`src/rtl/unbuffer_8x8_axis_tx.sv`:
```
// unbuffer_8x8_axis_tx
// Collects an 8x8 pixel block that arrives one row per beat on eight
// parallel lanes, then replays it as a serial AXI4-Stream, one pixel per
// beat in row-major order. TLAST marks pixel 63, and o_intr pulses for one
// cycle once the whole block has drained.
module unbuffer_8x8_axis_tx #(
    parameter int PIX_W   = 24,
    parameter int TDATA_W = 32
) (
    input  logic               i_clk,
    input  logic               i_rst,
    input  logic [PIX_W-1:0]   i_data1,
    input  logic [PIX_W-1:0]   i_data2,
    input  logic [PIX_W-1:0]   i_data3,
    input  logic [PIX_W-1:0]   i_data4,
    input  logic [PIX_W-1:0]   i_data5,
    input  logic [PIX_W-1:0]   i_data6,
    input  logic [PIX_W-1:0]   i_data7,
    input  logic [PIX_W-1:0]   i_data8,
    input  logic               i_valid,
    output logic               o_ready,
    output logic [TDATA_W-1:0] m_axis_data,
    output logic               m_axis_valid,
    input  logic               m_axis_ready,
    output logic               m_axis_last,
    output logic               o_intr
);

    typedef enum logic [0:0] {
        ST_FILL  = 1'b0,
        ST_DRAIN = 1'b1
    } state_t;

    state_t             state_r;
    state_t             state_nxt_s;
    logic [2:0]         wr_row_r;
    logic [5:0]         rd_idx_r;
    logic [5:0]         rd_nxt_s;
    logic [PIX_W-1:0]   buf_r [64];
    logic [PIX_W-1:0]   lanes_s [8];

    logic               row_acc_s;
    logic               last_row_s;
    logic               pix_acc_s;
    logic               last_pix_s;

    // Lane k carries column k of the current row.
    assign lanes_s[0] = i_data1;
    assign lanes_s[1] = i_data2;
    assign lanes_s[2] = i_data3;
    assign lanes_s[3] = i_data4;
    assign lanes_s[4] = i_data5;
    assign lanes_s[5] = i_data6;
    assign lanes_s[6] = i_data7;
    assign lanes_s[7] = i_data8;

    // Input side is open for the whole FILL phase, including while in reset.
    assign o_ready    = (state_r == ST_FILL);
    assign row_acc_s  = i_valid && o_ready;
    assign last_row_s = row_acc_s && (wr_row_r == 3'd7);
    assign pix_acc_s  = (state_r == ST_DRAIN) && m_axis_valid && m_axis_ready;
    assign last_pix_s = pix_acc_s && (rd_idx_r == 6'd63);
    assign rd_nxt_s   = rd_idx_r + 6'd1;

    // Next-state logic: a full block flips to DRAIN, the final beat flips back.
    always_comb begin
        state_nxt_s = state_r;
        case (state_r)
            ST_FILL: begin
                if (last_row_s) begin
                    state_nxt_s = ST_DRAIN;
                end else begin
                    state_nxt_s = ST_FILL;
                end
            end
            ST_DRAIN: begin
                if (last_pix_s) begin
                    state_nxt_s = ST_FILL;
                end else begin
                    state_nxt_s = ST_DRAIN;
                end
            end
            default: begin
                state_nxt_s = ST_FILL;
            end
        endcase
    end

    // State register.
    always_ff @(posedge i_clk) begin
        if (!i_rst) begin
            state_r <= ST_FILL;
        end else begin
            state_r <= state_nxt_s;
        end
    end

    // Row write pointer; wraps from 7 to 0 on the row that completes a block.
    always_ff @(posedge i_clk) begin
        if (!i_rst) begin
            wr_row_r <= 3'd0;
        end else if (row_acc_s) begin
            wr_row_r <= wr_row_r + 3'd1;
        end else begin
            wr_row_r <= wr_row_r;
        end
    end

    // Pixel store: one full row written per accepted beat; never cleared.
    always_ff @(posedge i_clk) begin
        if (i_rst && row_acc_s) begin
            for (int k = 0; k < 8; k++) begin
                buf_r[{wr_row_r, 3'(k)}] <= lanes_s[k];
            end
        end
    end

    // Stream output registers. Pixel 0 is loaded on the edge that accepts
    // row 7; row 0 was written on an earlier edge, and rows 7's pixels are
    // only fetched 56+ beats later, so no read can overtake its write.
    always_ff @(posedge i_clk) begin
        if (!i_rst) begin
            m_axis_valid <= 1'b0;
            m_axis_last  <= 1'b0;
            m_axis_data  <= {TDATA_W{1'b0}};
            o_intr       <= 1'b0;
            rd_idx_r     <= 6'd0;
        end else begin
            o_intr <= 1'b0;
            if (last_row_s) begin
                m_axis_valid <= 1'b1;
                m_axis_last  <= 1'b0;
                m_axis_data  <= TDATA_W'(buf_r[0]);
                rd_idx_r     <= 6'd0;
            end else if (last_pix_s) begin
                m_axis_valid <= 1'b0;
                m_axis_last  <= 1'b0;
                o_intr       <= 1'b1;
                rd_idx_r     <= 6'd0;
            end else if (pix_acc_s) begin
                rd_idx_r     <= rd_nxt_s;
                m_axis_data  <= TDATA_W'(buf_r[rd_nxt_s]);
                m_axis_last  <= (rd_nxt_s == 6'd63);
            end else begin
                // Stalled or idle: hold everything stable.
                rd_idx_r     <= rd_idx_r;
            end
        end
    end

endmodule

```
`config.mk`:
```
export PLATFORM = sky130hd
export DESIGN_NAME = unbuffer_8x8_axis_tx
export DESIGN_NICKNAME = d
export VERILOG_FILES = /design/src/rtl/unbuffer_8x8_axis_tx.sv
export SDC_FILE = /design/constraint.sdc
export NUM_CORES = 2
export LEC_CHECK = 0
export CAP_MARGIN = 20
export CORE_UTILIZATION = 50
export DETAILED_ROUTE_END_ITERATION = 8
export GPL_TIMING_DRIVEN = 0
export PLACE_DENSITY = 0.67
export SETUP_SLACK_MARGIN = 0.2
export SLEW_MARGIN = 5
export SYNTH_ARGS = -nofsm -noshare
export SYNTH_HDL_FRONTEND = slang
export SYNTH_SLANG_ARGS = --single-unit
export TNS_END_PERCENT = 10
```
`constraint.sdc`:
```
create_clock -name i_clk -period 26.5 [get_ports i_clk]
set_clock_uncertainty 0.1 [all_clocks]
set_input_delay 5.3 -clock i_clk [delete_from_list [all_inputs] [get_ports i_clk]]
set_output_delay 5.3 -clock i_clk [all_outputs]
set_load 0.05 [all_outputs]
```
==> reports/qor.yml <==
status:
  outcome: "finished, final reports clean"
synth:
  yosys_most_used_dff: "edfxtp_1"
  synth_top_family_by_area: "multiplexers"
  synth_xor_area_share_pct: 0.2273
  ys_ff_latch: 1573
  synth_cell_types: 46
  synth_compound_area_share_pct: 1.767
  ys_warn_count: 0
  syn_inst: 2852
  synthArstFlopShare_pct: 0
  yosysSeqAreaShare_pct: 77.40
  synthSimpleGateAreaFrac_pct: 3.564
  synthesis.area_per_instance_um2: 21.23
  synth-edff-count: 1536
  synthAdderAreaFrac_pct: 0.08265
  netlist_area_um2: 60550
  synthMuxAreaShare_pct: 15.21
timing:
  relSlewSlack_pct: 17.10
  setup_viol: 0
  fmax_mhz: 112.0
  rsz0062_at_grt: "false"
  setup_ws_ns: 17.57
  worst_slew_pin_slew_ns: 1.244
  period_share_pct: 33.68
  hold_violations: 0
  drv_slew: 0
  setup_tns_ns: 0
  final.min_clock_period_ns: 8.926
placement:
  place_inst: 4783
  gp_congestion: 0.8760
  placement.io_buffers: 223
  dp_slack_ns: 16.94
  dp_hpwl_um: 118200
cells_and_area:
  drive_gt1_share_pct: 24.71
  area_growth_pct: 17.70
  final_util_pct: 59.40
  layout_commonest_cell: "edfxtp_1"
  fin_cells: 5086
  layout_common_cells: "edfxtp_1, mux4_2, nand2_1, clkdlybuf4s50_1, clkbuf_16"
  nets: 3534
drt:
  drtIter0Drc: 5529
  wl_per_cell_um: 34.96
  firstDrtPassIters: 6
  remaining_drc_errors: 0
  drtAntennaViolNets: 0
  vias: 32590
  viasPerCell: 6.407
  routed_wl_um: 177800
critical_path:
  start_kind: "input pin"
  path_common_cell: "buf_6"
  criticalPathCategory: "input pin to flip-flop"
  cp_num_buf_inv: 9
  cp_max_fo: 13
  cp_top_family: "buffers and inverters"
  cp_slowest_cell: "clkbuf_1"
  cp-end-kind: "flip-flop"
  path_cells: "clkdlybuf4s50_1 -> clkbuf_1 -> nand3_1 -> nor3_2 -> buf_6 -> buf_6 -> buf_6 -> buf_6 -> buf_8 -> buf_6 -> buf_4"
  required_ns: 26.86
  arrival_ns: 9.29
  cpPeakStageDelay_ns: 0.76
floorplanning:
  io_pins: 232
  die_w_um: 350.0
  rows: 127
  die_height_um: 350.0
  dieArea_um2: 122500
  start_util_pct: 50.47
  coreArea_um2: 120000
global_route:
  antenna_found_initial: 23
  first_global_vias: 32330
  grt_start_max_net_pins: 37
  grt_use_total_pct: 29.27
  overflow: 0
  grt_first_pass_wirelength_um: 244700
clock_tree:
  cts_tree: "built"
  clkTransAtPathRegs_ns: 0.06
  cts_max_level: 4
  clock-sinks: 1573
  clkLatencyLatePin_ns: 0.79
  cts-hold-fix-buffers: 0
  cts_buffers: 159
  post-cts-setup-buffer-count: 0
  clk_path_buf_depth: 3
  clockRootBuffer: "clkbuf_16"
  postCtsResizedCells: 0
power:
  vdd_drop_max_uv: 65.23
  power_leakage_nw: 22.63
  p_per_area_nw_per_um2: 70.92
job:
  cap_violations: 0
min_path:
  hp-class: "flip-flop to flip-flop"
-- sequential cells by signal, indices dropped and copies added, names as in the netlist --
| name | flops |
|---|---|
| buf_r | 1536 |
| m_axis_data | 24 |
| m_axis_last | 1 |
| m_axis_valid | 1 |
| o_intr | 1 |
| rd_idx_r | 6 |
| state_r | 1 |
| wr_row_r | 3 |
-- final cells by class --
type | count | area (um^2)
flip-flops and latches | 1573 | 46860
multi-input cells | 1117 | 12710
repair buffers | 314 | 3627
well taps | 1612 | 2017
clock inverters | 75 | 621.8
fillers | 8461 | 48700
diodes | 14 | 35.03
plain buffers | 167 | 1047
inverters | 2 | 7.507
clock buffers | 212 | 4333
-- cells by family (layout without fill, tap and decap cells) --
| group | after synthesis | after routing |
|---|---|---|
| compound gates | 133 | 133 |
| xor+xnor | 11 | 11 |
| fa+ha+maj | 4 | 4 |
| buf+inv | 169 | 770 |
| flops | 1573 | 1573 |
| mux | 437 | 437 |
| other cells | 1 | 22 |
| simple gates | 524 | 524 |
-- worst register-to-register path, cell delays in order, from the launching register on --
cell     delay [ns]
dfxtp_1        0.35
buf_6          0.17
buf_4          0.33
buf_4          0.33
inv_1          0.13
ha_1           0.37
buf_2          0.23
buf_2          0.25
buf_1          0.90
mux4_2         0.50
nand2_1        0.11
nand3_1        0.11
a31oi_1        0.27
o31ai_2        0.07
-- cell usage after synthesis (2+ instances only) --
cell type,n,area [um^2]
nand2b_1,4,25.02
nand2_1,383,1438
buf_6,26,292.8
a32oi_1,46,402.9
ha_1,4,50.05
a21oi_1,6,30.03
o31ai_2,14,175.2
nand3_1,102,510.5
a211oi_1,2,15.01
a31oi_1,48,300.3
o21ai_0,2,10.01
nor2_1,15,56.30
buf_1,8,30.03
buf_2,68,340.3
and2_1,3,18.77
edfxtp_1,1536,46120
o31ai_1,9,67.56
clkbuf_1,28,105.1
inv_1,2,7.510
xnor2_2,2,32.53
o211ai_1,2,15.01
mux2i_1,50,500.5
xor2_1,4,35.03
nor3_1,2,10.01
and3_1,3,18.77
mux4_2,384,8648
buf_4,37,277.8
nor2b_1,5,31.28
xnor2_1,3,26.28
dfxtp_1,37,740.7
nand4_1,2,12.51
-- routing by layer --
| metal | share of wire [%] | vias up | track usage (%) | routed length [um] |
|---|---|---|---|---|
| met5 | 0.064 | - | 0 | 113 |
| met4 | 3.8 | 18 | 10.74 | 6765 |
| met3 | 12 | 416 | 7.399 | 21760 |
| met2 | 48 | 2433 | 46.08 | 84780 |
| met1 | 36 | 16960 | 39.76 | 64390 |
| li1 | - | 12760 | - | - |
-- worst paths after layout --
| check | start | endpoint | slack (ns) | depth (start not counted) |
|---|---|---|---|---|
| worst max register to register | rd_idx_r[0]$_SDFFE_PP0P_ | m_axis_data[8]$_SDFFE_PN0P_ | 22.18 | 13 |
| worst max-delay path | i_rst | buf_r[21][22]$_DFFE_PP_ | 17.57 | 11 |
| worst min-delay path | m_axis_data[14]$_SDFFE_PN0P_ | m_axis_data[14]$_SDFFE_PN0P_ | 0.42 | 2 |
| worst min register to register | m_axis_data[14]$_SDFFE_PN0P_ | m_axis_data[14]$_SDFFE_PN0P_ | 0.42 | 2 |
-- metrics by stage --
| stage | hold slack [ns] | area [um^2] | power (mW) |
|---|---|---|---|
| 2_1_floorplan | 0.4201 | 60580 | 2.871 |
| 3_3_place_gp | 0.4081 | 64830 | 2.959 |
| 3_5_place_dp | 0.4097 | 66250 | 2.951 |
| 4_1_cts | 0.4236 | 71210 | 5.066 |
| 5_1_grt | 0.4402 | 71240 | 5.169 |
| 6_report | 0.4169 | 71270 | 5.054 |
-- power breakdown --
group | internal [mW] | leakage, nW | switching [mW]
combinational | 0.0451 | 6.03 | 0.0806
sequential | 2.77 | 14.2 | 0.00841
clock | 1.22 | 2.42 | 0.934
Note: power is estimated with default switching activity, not from simulation.
